<file path="config.mk">
export PLATFORM = sky130hd
export DESIGN_NAME = conv_mac_row_flat
export DESIGN_NICKNAME = d
export VERILOG_FILES = /design/src/rtl/conv_pkg.sv /design/src/rtl/conv_mac_row_if.sv /design/src/rtl/conv_mac_row_sat_rescale.sv /design/src/rtl/conv_mac_row.sv /design/src/flat_wrapper.sv
export SDC_FILE = /design/constraint.sdc
export NUM_CORES = 1
export LEC_CHECK = 0
export CAP_MARGIN = 10
export CORE_ASPECT_RATIO = 0.7
export CORE_MARGIN = 2
export CORE_UTILIZATION = 60
export DETAILED_ROUTE_END_ITERATION = 10
export PLACE_DENSITY = 0.79
export SKIP_CTS_REPAIR_TIMING = 1
export SKIP_LAST_GASP = 1
export SLEW_MARGIN = 30
export SYNTH_ARGS = -nofsm -noshare
export SYNTH_HDL_FRONTEND = slang
export SYNTH_SLANG_ARGS = --single-unit
</file>
<file path="constraint.sdc">
create_clock -name clk -period 6 [get_ports clk]
set_input_delay 0.9 -clock clk [delete_from_list [all_inputs] [get_ports clk]]
set_output_delay 0.9 -clock clk [all_outputs]
set_load 0.01 [all_outputs]
</file>
<file path="src/rtl/conv_pkg.sv">
// Shared types and constants for the convolution row multiply-accumulate stage.
package conv_pkg;

    localparam int DATA_WIDTH_DEF = 16;
    localparam int ACC_WIDTH_DEF  = 40;
    localparam int FRAC_BITS_DEF  = 8;

    typedef enum logic [1:0] {
        ST_IDLE  = 2'd0,
        ST_ACCUM = 2'd1,
        ST_DRAIN = 2'd2,
        ST_HOLD  = 2'd3
    } state_e;

    // Largest positive two's complement value of the given width, zero-extended to 64 bits.
    function automatic logic [63:0] sat_max(input int unsigned width);
        return (64'd1 << (width - 32'd1)) - 64'd1;
    endfunction

    // Most negative value of the given width; only the low 'width' bits are meaningful.
    function automatic logic [63:0] sat_min(input int unsigned width);
        return ~sat_max(width);
    endfunction

endpackage

</file>
<file path="src/rtl/conv_mac_row_if.sv">
// Operand stream in and result stream out of the row MAC, both ready/valid.
interface conv_mac_row_if
    import conv_pkg::*;
#(
    parameter int DATA_WIDTH = DATA_WIDTH_DEF,
    parameter int ACC_WIDTH  = ACC_WIDTH_DEF
) ();
    logic                  in_valid;
    logic                  in_ready;
    logic [DATA_WIDTH-1:0] w_data;
    logic [DATA_WIDTH-1:0] act_data;
    logic                  out_valid;
    logic                  out_ready;
    logic [DATA_WIDTH-1:0] out_data;
    logic [ACC_WIDTH-1:0]  out_acc;
    logic                  out_sat;

    modport master (
        output in_valid, w_data, act_data, out_ready,
        input  in_ready, out_valid, out_data, out_acc, out_sat
    );

    modport slave (
        input  in_valid, w_data, act_data, out_ready,
        output in_ready, out_valid, out_data, out_acc, out_sat
    );
endinterface

</file>
<file path="src/rtl/conv_mac_row_sat_rescale.sv">
// Combinational fixed-point rescale: arithmetic shift of the accumulator, then clamp to DATA_WIDTH.
module sat_rescale
    import conv_pkg::*;
#(
    parameter int ACC_WIDTH  = ACC_WIDTH_DEF,
    parameter int DATA_WIDTH = DATA_WIDTH_DEF,
    parameter int FRAC_BITS  = FRAC_BITS_DEF
) (
    input  logic [ACC_WIDTH-1:0]  acc,
    output logic [DATA_WIDTH-1:0] data,
    output logic                  sat
);
    localparam logic [DATA_WIDTH-1:0] MAX_C = DATA_WIDTH'(sat_max(DATA_WIDTH));
    localparam logic [DATA_WIDTH-1:0] MIN_C = DATA_WIDTH'(sat_min(DATA_WIDTH));

    logic signed [ACC_WIDTH-1:0]    shifted_s;
    logic [ACC_WIDTH-DATA_WIDTH:0]  top_s;

    // The value fits when every bit from the result sign upward agrees.
    always_comb begin
        shifted_s = $signed(acc) >>> FRAC_BITS;
        top_s     = shifted_s[ACC_WIDTH-1:DATA_WIDTH-1];
        if ((&top_s) || (~|top_s)) begin
            data = shifted_s[DATA_WIDTH-1:0];
            sat  = 1'b0;
        end else if (top_s[ACC_WIDTH-DATA_WIDTH]) begin
            data = MIN_C;
            sat  = 1'b1;
        end else begin
            data = MAX_C;
            sat  = 1'b1;
        end
    end
endmodule

</file>
<file path="src/rtl/conv_mac_row.sv">
// Signed kernel-row dot product: K multiply beats, one-cycle pipelined accumulate,
// rescaled and saturated result held until the downstream handshake.
module conv_mac_row
    import conv_pkg::*;
#(
    parameter int DATA_WIDTH = DATA_WIDTH_DEF,
    parameter int ACC_WIDTH  = ACC_WIDTH_DEF,
    parameter int FRAC_BITS  = FRAC_BITS_DEF
) (
    input  logic             clk,
    input  logic             rst,
    input  logic             start,
    input  logic [7:0]       kernel_size,
    output logic             busy,
    conv_mac_row_if.slave    io
);
    localparam int PW = 2 * DATA_WIDTH;

    state_e                 state_q, state_d;
    logic [7:0]             k_q, k_d;
    logic [7:0]             cnt_q, cnt_d;
    logic signed [PW-1:0]   prod_q, prod_d;
    logic                   prod_v_q, prod_v_d;
    logic [ACC_WIDTH-1:0]   acc_q, acc_d;
    logic [DATA_WIDTH-1:0]  out_data_q, out_data_d;
    logic [ACC_WIDTH-1:0]   out_acc_q, out_acc_d;
    logic                   out_sat_q, out_sat_d;
    logic                   out_valid_q, out_valid_d;
    logic                   in_ready_q, in_ready_d;
    logic                   busy_q, busy_d;

    logic signed [PW-1:0]   w_ext_s, act_ext_s;
    logic [ACC_WIDTH-1:0]   acc_sum_s;
    logic [DATA_WIDTH-1:0]  sat_data_s;
    logic                   sat_flag_s;

    // The accumulator always trails the product register by one cycle, in every state.
    always_comb begin
        w_ext_s   = {{DATA_WIDTH{io.w_data[DATA_WIDTH-1]}}, io.w_data};
        act_ext_s = {{DATA_WIDTH{io.act_data[DATA_WIDTH-1]}}, io.act_data};
        if (prod_v_q) begin
            acc_sum_s = acc_q + {{(ACC_WIDTH-PW){prod_q[PW-1]}}, prod_q};
        end else begin
            acc_sum_s = acc_q;
        end
    end

    sat_rescale #(
        .ACC_WIDTH  (ACC_WIDTH),
        .DATA_WIDTH (DATA_WIDTH),
        .FRAC_BITS  (FRAC_BITS)
    ) u_sat_rescale (
        .acc  (acc_sum_s),
        .data (sat_data_s),
        .sat  (sat_flag_s)
    );

    // Next-state, datapath and output decode.
    always_comb begin
        state_d    = state_q;
        k_d        = k_q;
        cnt_d      = cnt_q;
        prod_d     = prod_q;
        prod_v_d   = 1'b0;
        acc_d      = acc_sum_s;
        out_data_d = out_data_q;
        out_acc_d  = out_acc_q;
        out_sat_d  = out_sat_q;
        case (state_q)
            ST_IDLE: begin
                if (start && (kernel_size != 8'd0)) begin
                    k_d     = kernel_size;
                    cnt_d   = 8'd0;
                    acc_d   = '0;
                    state_d = ST_ACCUM;
                end else begin
                    state_d = ST_IDLE;
                end
            end
            ST_ACCUM: begin
                if (io.in_valid) begin
                    prod_d   = w_ext_s * act_ext_s;
                    prod_v_d = 1'b1;
                    cnt_d    = cnt_q + 8'd1;
                    if (cnt_q == (k_q - 8'd1)) begin
                        state_d = ST_DRAIN;
                    end else begin
                        state_d = ST_ACCUM;
                    end
                end else begin
                    prod_v_d = 1'b0;
                end
            end
            ST_DRAIN: begin
                // acc_sum_s already includes the final product here.
                out_data_d = sat_data_s;
                out_acc_d  = acc_sum_s;
                out_sat_d  = sat_flag_s;
                state_d    = ST_HOLD;
            end
            ST_HOLD: begin
                if (io.out_ready) begin
                    state_d = ST_IDLE;
                end else begin
                    state_d = ST_HOLD;
                end
            end
            default: begin
                state_d = ST_IDLE;
            end
        endcase
        in_ready_d  = (state_d == ST_ACCUM);
        out_valid_d = (state_d == ST_HOLD);
        busy_d      = (state_d != ST_IDLE);
    end

    // State and datapath registers.
    always_ff @(posedge clk or posedge rst) begin
        if (rst) begin
            state_q     <= ST_IDLE;
            k_q         <= 8'd0;
            cnt_q       <= 8'd0;
            prod_q      <= '0;
            prod_v_q    <= 1'b0;
            acc_q       <= '0;
            out_data_q  <= '0;
            out_acc_q   <= '0;
            out_sat_q   <= 1'b0;
            out_valid_q <= 1'b0;
            in_ready_q  <= 1'b0;
            busy_q      <= 1'b0;
        end else begin
            state_q     <= state_d;
            k_q         <= k_d;
            cnt_q       <= cnt_d;
            prod_q      <= prod_d;
            prod_v_q    <= prod_v_d;
            acc_q       <= acc_d;
            out_data_q  <= out_data_d;
            out_acc_q   <= out_acc_d;
            out_sat_q   <= out_sat_d;
            out_valid_q <= out_valid_d;
            in_ready_q  <= in_ready_d;
            busy_q      <= busy_d;
        end
    end

    assign io.in_ready  = in_ready_q;
    assign io.out_valid = out_valid_q;
    assign io.out_data  = out_data_q;
    assign io.out_acc   = out_acc_q;
    assign io.out_sat   = out_sat_q;
    assign busy         = busy_q;
endmodule

</file>
<file path="src/flat_wrapper.sv">
// flat-port wrapper written by rule: the top's interface ports become plain ports
module conv_mac_row_flat import conv_pkg::*;
#(
    parameter int DATA_WIDTH = DATA_WIDTH_DEF,
    parameter int ACC_WIDTH  = ACC_WIDTH_DEF,
    parameter int FRAC_BITS  = FRAC_BITS_DEF
)
  (clk, rst, start, kernel_size, busy, io_in_valid, io_w_data, io_act_data, io_out_ready, io_in_ready, io_out_valid, io_out_data, io_out_acc, io_out_sat);
  conv_mac_row_if #(.DATA_WIDTH(DATA_WIDTH), .ACC_WIDTH(ACC_WIDTH)) io_i ();
  input  logic clk;
  input  logic rst;
  input  logic start;
  input  logic [7:0] kernel_size;
  output logic busy;
  input wire logic [$bits(io_i.in_valid)-1:0] io_in_valid;
  input wire logic [$bits(io_i.w_data)-1:0] io_w_data;
  input wire logic [$bits(io_i.act_data)-1:0] io_act_data;
  input wire logic [$bits(io_i.out_ready)-1:0] io_out_ready;
  output wire logic [$bits(io_i.in_ready)-1:0] io_in_ready;
  output wire logic [$bits(io_i.out_valid)-1:0] io_out_valid;
  output wire logic [$bits(io_i.out_data)-1:0] io_out_data;
  output wire logic [$bits(io_i.out_acc)-1:0] io_out_acc;
  output wire logic [$bits(io_i.out_sat)-1:0] io_out_sat;
  assign io_i.in_valid = io_in_valid;
  assign io_i.w_data = io_w_data;
  assign io_i.act_data = io_act_data;
  assign io_i.out_ready = io_out_ready;
  assign io_in_ready = io_i.in_ready;
  assign io_out_valid = io_i.out_valid;
  assign io_out_data = io_i.out_data;
  assign io_out_acc = io_i.out_acc;
  assign io_out_sat = io_i.out_sat;
  conv_mac_row #(.DATA_WIDTH(DATA_WIDTH), .ACC_WIDTH(ACC_WIDTH), .FRAC_BITS(FRAC_BITS)) u_core (.clk(clk), .rst(rst), .start(start), .kernel_size(kernel_size), .busy(busy), .io(io_i));
endmodule
</file>
==> reports/results.ini, run 1 <==
[floorplanning]
floorplan.die.height_um = 150
start_util = 0.609
dieArea_um2 = 31800
die_w_um = 212
coreArea_um2 = 29900
rows = 53
ios = 105

[global_routing]
grt-ovfl-total = 0
grt_pass1_vias = 15249
grt_pass1_wl_um = 76600
grt.total_usage = 0.308
antenna_found_initial = 0
grt_max_degree = 114

[placed_design]
dp.cells = 2603
place_congestion = 0.970
io_buffers = 104
dp_hpwl_um = 37700

[synthesis]
synth-simple-area-share = 0.167
synth.area.top_cells = fa_1 29%, dfrtp_1 21%, ha_1 8.5%
syn_nets = 2431
synth.top_cell.area_share = 0.289
yosysWarnings = 0
synthDistinctLibCells = 72
synth-edff-count = 0
syn_avg_cell_area_um2 = 9.10
netlist_instances = 2000
synth-adder-area-share = 0.374
synth-seq-area-share = 0.208
async_reset_ff_frac = 1.00
synth_commonest_cells = 315 x inv_1, 263 x fa_1, 253 x nand2_1, 151 x dfrtp_1, 128 x and2_1
muxShareOfSynthArea = 0.0147
synth_top_family_by_area = adder cells
yosysMostFrequentCell = inv_1
synth-seq-cells = 151
synth_compound_area_frac = 0.117
synthXorXnorAreaFrac = 0.0370
ys.flop_type = dfrtp_1
synth_top_cell_by_area = fa_1
syn_area_um2 = 18200

[sta]
rsz0062_at_grt = true
hold_viol_final = 0
fin_worst_skew_ns = 0.00846
worst_slack_ns = -0.402
worstMarginPinSlew_ns = 0.933
setup-violations-final = 12
drv_slew = 0
min_period_over_period = 1.07
min_period_ns = 6.40
relSlewSlack = 0.378
timing.fmax_mhz = 156

[drt]
ant_nets = 0
wl_met3_um = 3490
routed_wirelength_um = 47200
post_drt_wl_per_cell_um = 17.8
drt_iter0_drc = 1020
drc = 0
top_layer = met4
wl_met1_um = 20700
dr_wl_met2_um = 22400
firstDrtPassIters = 5
detail_route.vias_per_cell = 5.66
vias = 14983

[final_layout]
layout.area.seq_um2 = 3780
drive_gt1_frac = 0.143
num-fill-cells = 2192
final_cells = 2649
area_delta_synth_final_pct = 19.9
diodes = 0
multi_input_comb_area_um2 = 13200
nets = 2655

[clock_network]
clkLatencyLatePin_ns = 0.43
clock-sinks = 151
clk_pin_slew_ns = 0.06
cts_buffers = 17
clock_path_buffers = 2
cts-root-buf = clkbuf_16
cts_htree_levels = 4
cts_tree = built

[setup_path]
path_cells = buf_2, and2_1, fa_1, inv_1, fa_2, fa_2, fa_1, inv_1, fa_1, fa_1, ha_4, buf_4, a21o_1, a21o_1, a21oi_2, o211ai_1, nand4_1, a31oi_4, o211ai_1, a21oi_2, a31oi_2, xor2_1, o21ai_0
crit_path_end_kind = flop
crit_slowest_cell = fa_1
crit_path_start_kind = input pin
cp_max_fo = 9
critPathRequiredTime_ns = 6.28
cp_data_arrival_time_ns = 6.68
r2r_cells = 12
path_class = in2reg
critPathMostFrequentCell = fa_1
slowest_delay_ns = 0.60

[min_path]
hold_path_depth = 2
hold_class = reg2reg

[status]
violations = setup timing
status = complete, but fails checks

[job]
cap_violations = 0

## critical path, delay by kind of cell
kind / cells / cell delay [ns]
adder cells (fa/ha/maj): 7 / 3.34
XOR/XNOR: 1 / 0.16
AND/OR/NAND/NOR: 2 / 0.37
AO/OA/AOI/OAI: 9 / 1.49
buffers and inverters: 4 / 0.42
## per-stage QoR
step	TNS, ns	hold WS (ns)	worst slack (ns)	cell area (um2)	utilization
4_1_cts	-9.00	0.485	-0.816	21500	0.719
3_3_place_gp	-16.53	0.466	-1.18	20900	0.697
2_1_floorplan	-0.332	0.443	-0.177	18400	-
3_5_place_dp	-18.07	0.471	-1.24	20900	0.697
5_1_grt	-6.04	0.512	-0.662	21800	0.730
6_report	-2.66	0.482	-0.402	21800	0.730
## worst paths after layout
kind / startpoint / slack [ns] / end
setup reg to reg: u_core.acc_q[3] / 1.23 / u_core.io.out_data[14]
setup / recovery: io_w_data[6] / -0.40 / u_core.prod_q[30]
hold reg to reg: u_core.io.out_acc[29] / 0.48 / u_core.io.out_acc[29]
max in group asynchronous: rst / 3.94 / u_core.acc_q[35]
min in group asynchronous: rst / 1.02 / u_core.io.out_data[7]
hold / removal: u_core.io.out_acc[29] / 0.48 / u_core.io.out_acc[29]
## final cells by class
| cell class | count | area share |
|---|---|---|
| Multi-Input combinational cell | 1456 | 0.607 |
| Timing Repair Buffer | 283 | 0.112 |
| Clock buffer | 18 | 0.0197 |
| Inverter | 315 | 0.0545 |
| Sequential cell | 151 | 0.173 |
| Tap cell | 412 | 0.0236 |
| Clock inverter | 14 | 0.0101 |
## layer usage
layer,GRT usage,up-vias
met5,0,-
met4,0.0602,0
met3,0.0544,63
met2,0.488,490
met1,0.449,7560
li1,-,6870
## flip-flops by register name, indices dropped and copies added (netlist names)
register,flops
u_core.io.out_data,16
u_core.busy,1
u_core.prod_q,32
u_core.state_q,2
u_core.cnt_q,8
u_core.k_q,8
u_core.io.out_valid,1
u_core.io.in_ready,1
u_core.io.out_sat,1
u_core.prod_v_q,1
u_core.acc_q,40
u_core.io.out_acc,40
## cells in the final DEF, fill, tap and decap left out, types with 8 or more instances in the layout
| cell | n |
|---|---|
| a22oi_2 | 11 |
| dfrtp_1 | 150 |
| buf_4 | 173 |
| a21o_1 | 27 |
| fa_2 | 8 |
| o21ai_0 | 109 |
| mux2i_1 | 20 |
| o21bai_1 | 13 |
| clkdlybuf4s50_1 | 74 |
| clkbuf_16 | 17 |
| ha_4 | 8 |
| nor4_1 | 9 |
| fa_1 | 255 |
| and2_1 | 121 |
| nor2b_1 | 8 |
| dlymetal6s2s_1 | 18 |
| xnor2_1 | 45 |
| nand2_1 | 247 |
| and3_1 | 8 |
| inv_1 | 306 |
| xor2_1 | 30 |
| o21a_1 | 9 |
| a211oi_1 | 9 |
| inv_2 | 8 |
| nand4_1 | 20 |
| nand2b_1 | 13 |
| a31oi_1 | 9 |
| or3_1 | 8 |
| nor2_1 | 108 |
| nand3_1 | 20 |
| o211ai_1 | 12 |
| nor3_1 | 29 |
| a21oi_1 | 65 |
| ha_1 | 115 |
## logic make-up (layout without fill, tap and decap cells)
group                    count (synthesis)  count (layout)
buffers and inverters                  393             630
multiplexers                            26              26
AO/OA/AOI/OAI                          333             333
AND/OR/NAND/NOR                        635             635
adder cells (fa/ha/maj)                386             386
flip-flops                             151             151
XOR/XNOR                                76              76
Power of run 1 is not shown: default switching activity piles up to over one toggle a cycle in this logic, so the estimate is an artifact.
==> run 2, diff against run 1 <==
Settings changed: SLEW_MARGIN 30 to not set.
==> reports/results.ini, run 2 (same netlist as run 1, synthesis figures left out) <==
[global_routing]
grt-ovfl-total = 0  ; unchanged
grt_pass1_wl_um = 77000  ; +0.54%
antenna_found_initial = 2  ; +2
grt_max_degree = 114  ; unchanged
grt_pass1_vias = 15334  ; +0.56%
grt.total_usage = 0.310  ; +0.00201

[floorplanning]
coreArea_um2 = 29900  ; unchanged
dieArea_um2 = 31800  ; unchanged
ios = 105  ; unchanged
rows = 53  ; unchanged
die_w_um = 212  ; unchanged
floorplan.die.height_um = 150  ; unchanged
start_util = 0.609  ; unchanged

[min_path]
hold_class = reg2reg
hold_path_depth = 2  ; unchanged

[sta]
setup-violations-final = 11  ; -1
min_period_ns = 6.43  ; +0.0307 ns
worstMarginPinSlew_ns = 1.05  ; +0.120 ns
relSlewSlack = 0.298  ; -0.0802
drv_slew = 0  ; unchanged
timing.fmax_mhz = 155  ; -0.48%
worst_slack_ns = -0.433  ; -0.0307 ns
min_period_over_period = 1.07  ; +0.00511
rsz0062_at_grt = true
hold_viol_final = 0  ; unchanged
whs_ns = 0.484  ; +0.00277 ns
fin_worst_skew_ns = 0.00827  ; -0.000194 ns

[final_layout]
num-fill-cells = 2180  ; -0.55%
final_cell_mix = 307 x inv_1, 254 x fa_1, 247 x nand2_1, 171 x buf_4, 150 x dfrtp_1
final_cells = 2650  ; +0.038%
final_common_cell = inv_1
area_delta_synth_final_pct = 19.8
nets = 2655  ; unchanged
fin_util = 0.729  ; -0.000921
drive_gt1_frac = 0.143  ; +0.000447

[setup_path]
crit_path_end_kind = flop
critPathRequiredTime_ns = 6.27  ; about the same
r2r_cells = 12  ; unchanged
path_class = in2reg
cp_data_arrival_time_ns = 6.71  ; +0.03 ns
crit_path_start_kind = input pin
cp_max_fo = 4  ; -5

[drt]
drt_iter0_drc = 1125  ; +10%
firstDrtPassIters = 5  ; unchanged
drc = 0  ; unchanged
detail_route.vias_per_cell = 5.69  ; +0.68%
vias = 15090  ; +0.71%
post_drt_wl_per_cell_um = 18.0  ; +0.89%
routed_wirelength_um = 47600  ; +0.93%
ant_nets = 0  ; unchanged

[clock_network]
clk_pin_slew_ns = 0.07  ; about the same
cts_htree_levels = 4  ; unchanged
cts_buffers = 17  ; unchanged
cts-root-buf = clkbuf_16
clkLatencyLatePin_ns = 0.43  ; about the same
cts_tree = built
clock_path_buffers = 2  ; unchanged
clock-sinks = 151  ; unchanged

[status]
status = complete, but fails checks
violations = setup timing

[placed_design]
dp_slack_ns = -1.29  ; -0.0482 ns
dp_hpwl_um = 37700  ; about the same
place_congestion = 0.970  ; unchanged
io_buffers = 104  ; unchanged
dp.cells = 2603  ; unchanged

[job]
cap_violations = 0  ; unchanged

run 2: area by class of cell:
type,count,area (um2),area share
multi-input cells,1456,13200,0.607
flip-flops and latches,151,3780,0.173
repair buffers,283,2460,0.113
inverters,315,1190,0.0545
well taps,412,515,0.0236
clock buffers,17,425,0.0195
clock inverters,15,190,0.00872
diodes,1,2.50,0.000115
run 2: metrics by stage:
step / area, um2 / TNS [ns]
after floorplan: 18400 / -0.332
after global placement: 20900 / -16.53
after detailed placement: 20900 / -18.00
after CTS: 21500 / -9.00
after global routing: 21800 / -5.96
final: 21800 / -2.95
run 2: path summary, 6_finish.rpt:
| check | from | endpoint | slack [ns] |
|---|---|---|---|
| max in group asynchronous | rst | u_core.acc_q[39] | 3.77 |
| min in group asynchronous | rst | u_core.io.out_data[7] | 1.06 |
| min | u_core.io.out_acc[34] | u_core.io.out_acc[34] | 0.48 |
| min reg2reg | u_core.io.out_acc[34] | u_core.io.out_acc[34] | 0.48 |
| max | io_w_data[13] | u_core.prod_q[30] | -0.43 |
| max reg2reg | u_core.prod_q[3] | u_core.io.out_data[14] | 1.18 |
run 2: worst max-delay path: stages:
cell and delay, ns:
clkdlybuf4s50_1 0.51, nand2_1 0.09, fa_1 0.54, fa_1 0.44, fa_1 0.51, inv_1 0.05, fa_1 0.49, fa_1 0.49
inv_1 0.05, fa_1 0.49, inv_2 0.05, ha_4 0.21, buf_4 0.15, o21ai_1 0.13, nand2b_1 0.10, a21oi_2 0.20
nor2_4 0.07, a32oi_4 0.21, a31oi_4 0.13, o211ai_1 0.31, a21oi_2 0.12, a31oi_2 0.23, xor2_1 0.16, o21ai_0 0.08
run 2: metal layers:
| metal | GRT usage | part of all wire | wire [um] | up-vias |
|---|---|---|---|---|
| met5 | 0 | 0.00029 | 14 | - |
| met3 | 0.0640 | 0.076 | 3630 | 71 |
| met2 | 0.488 | 0.47 | 22600 | 494 |
| met1 | 0.447 | 0.44 | 20800 | 7636 |
| li1 | - | - | - | 6887 |
| met4 | 0.0630 | 0.013 | 610 | 2 |
Power of run 2 is left out for the same reason.
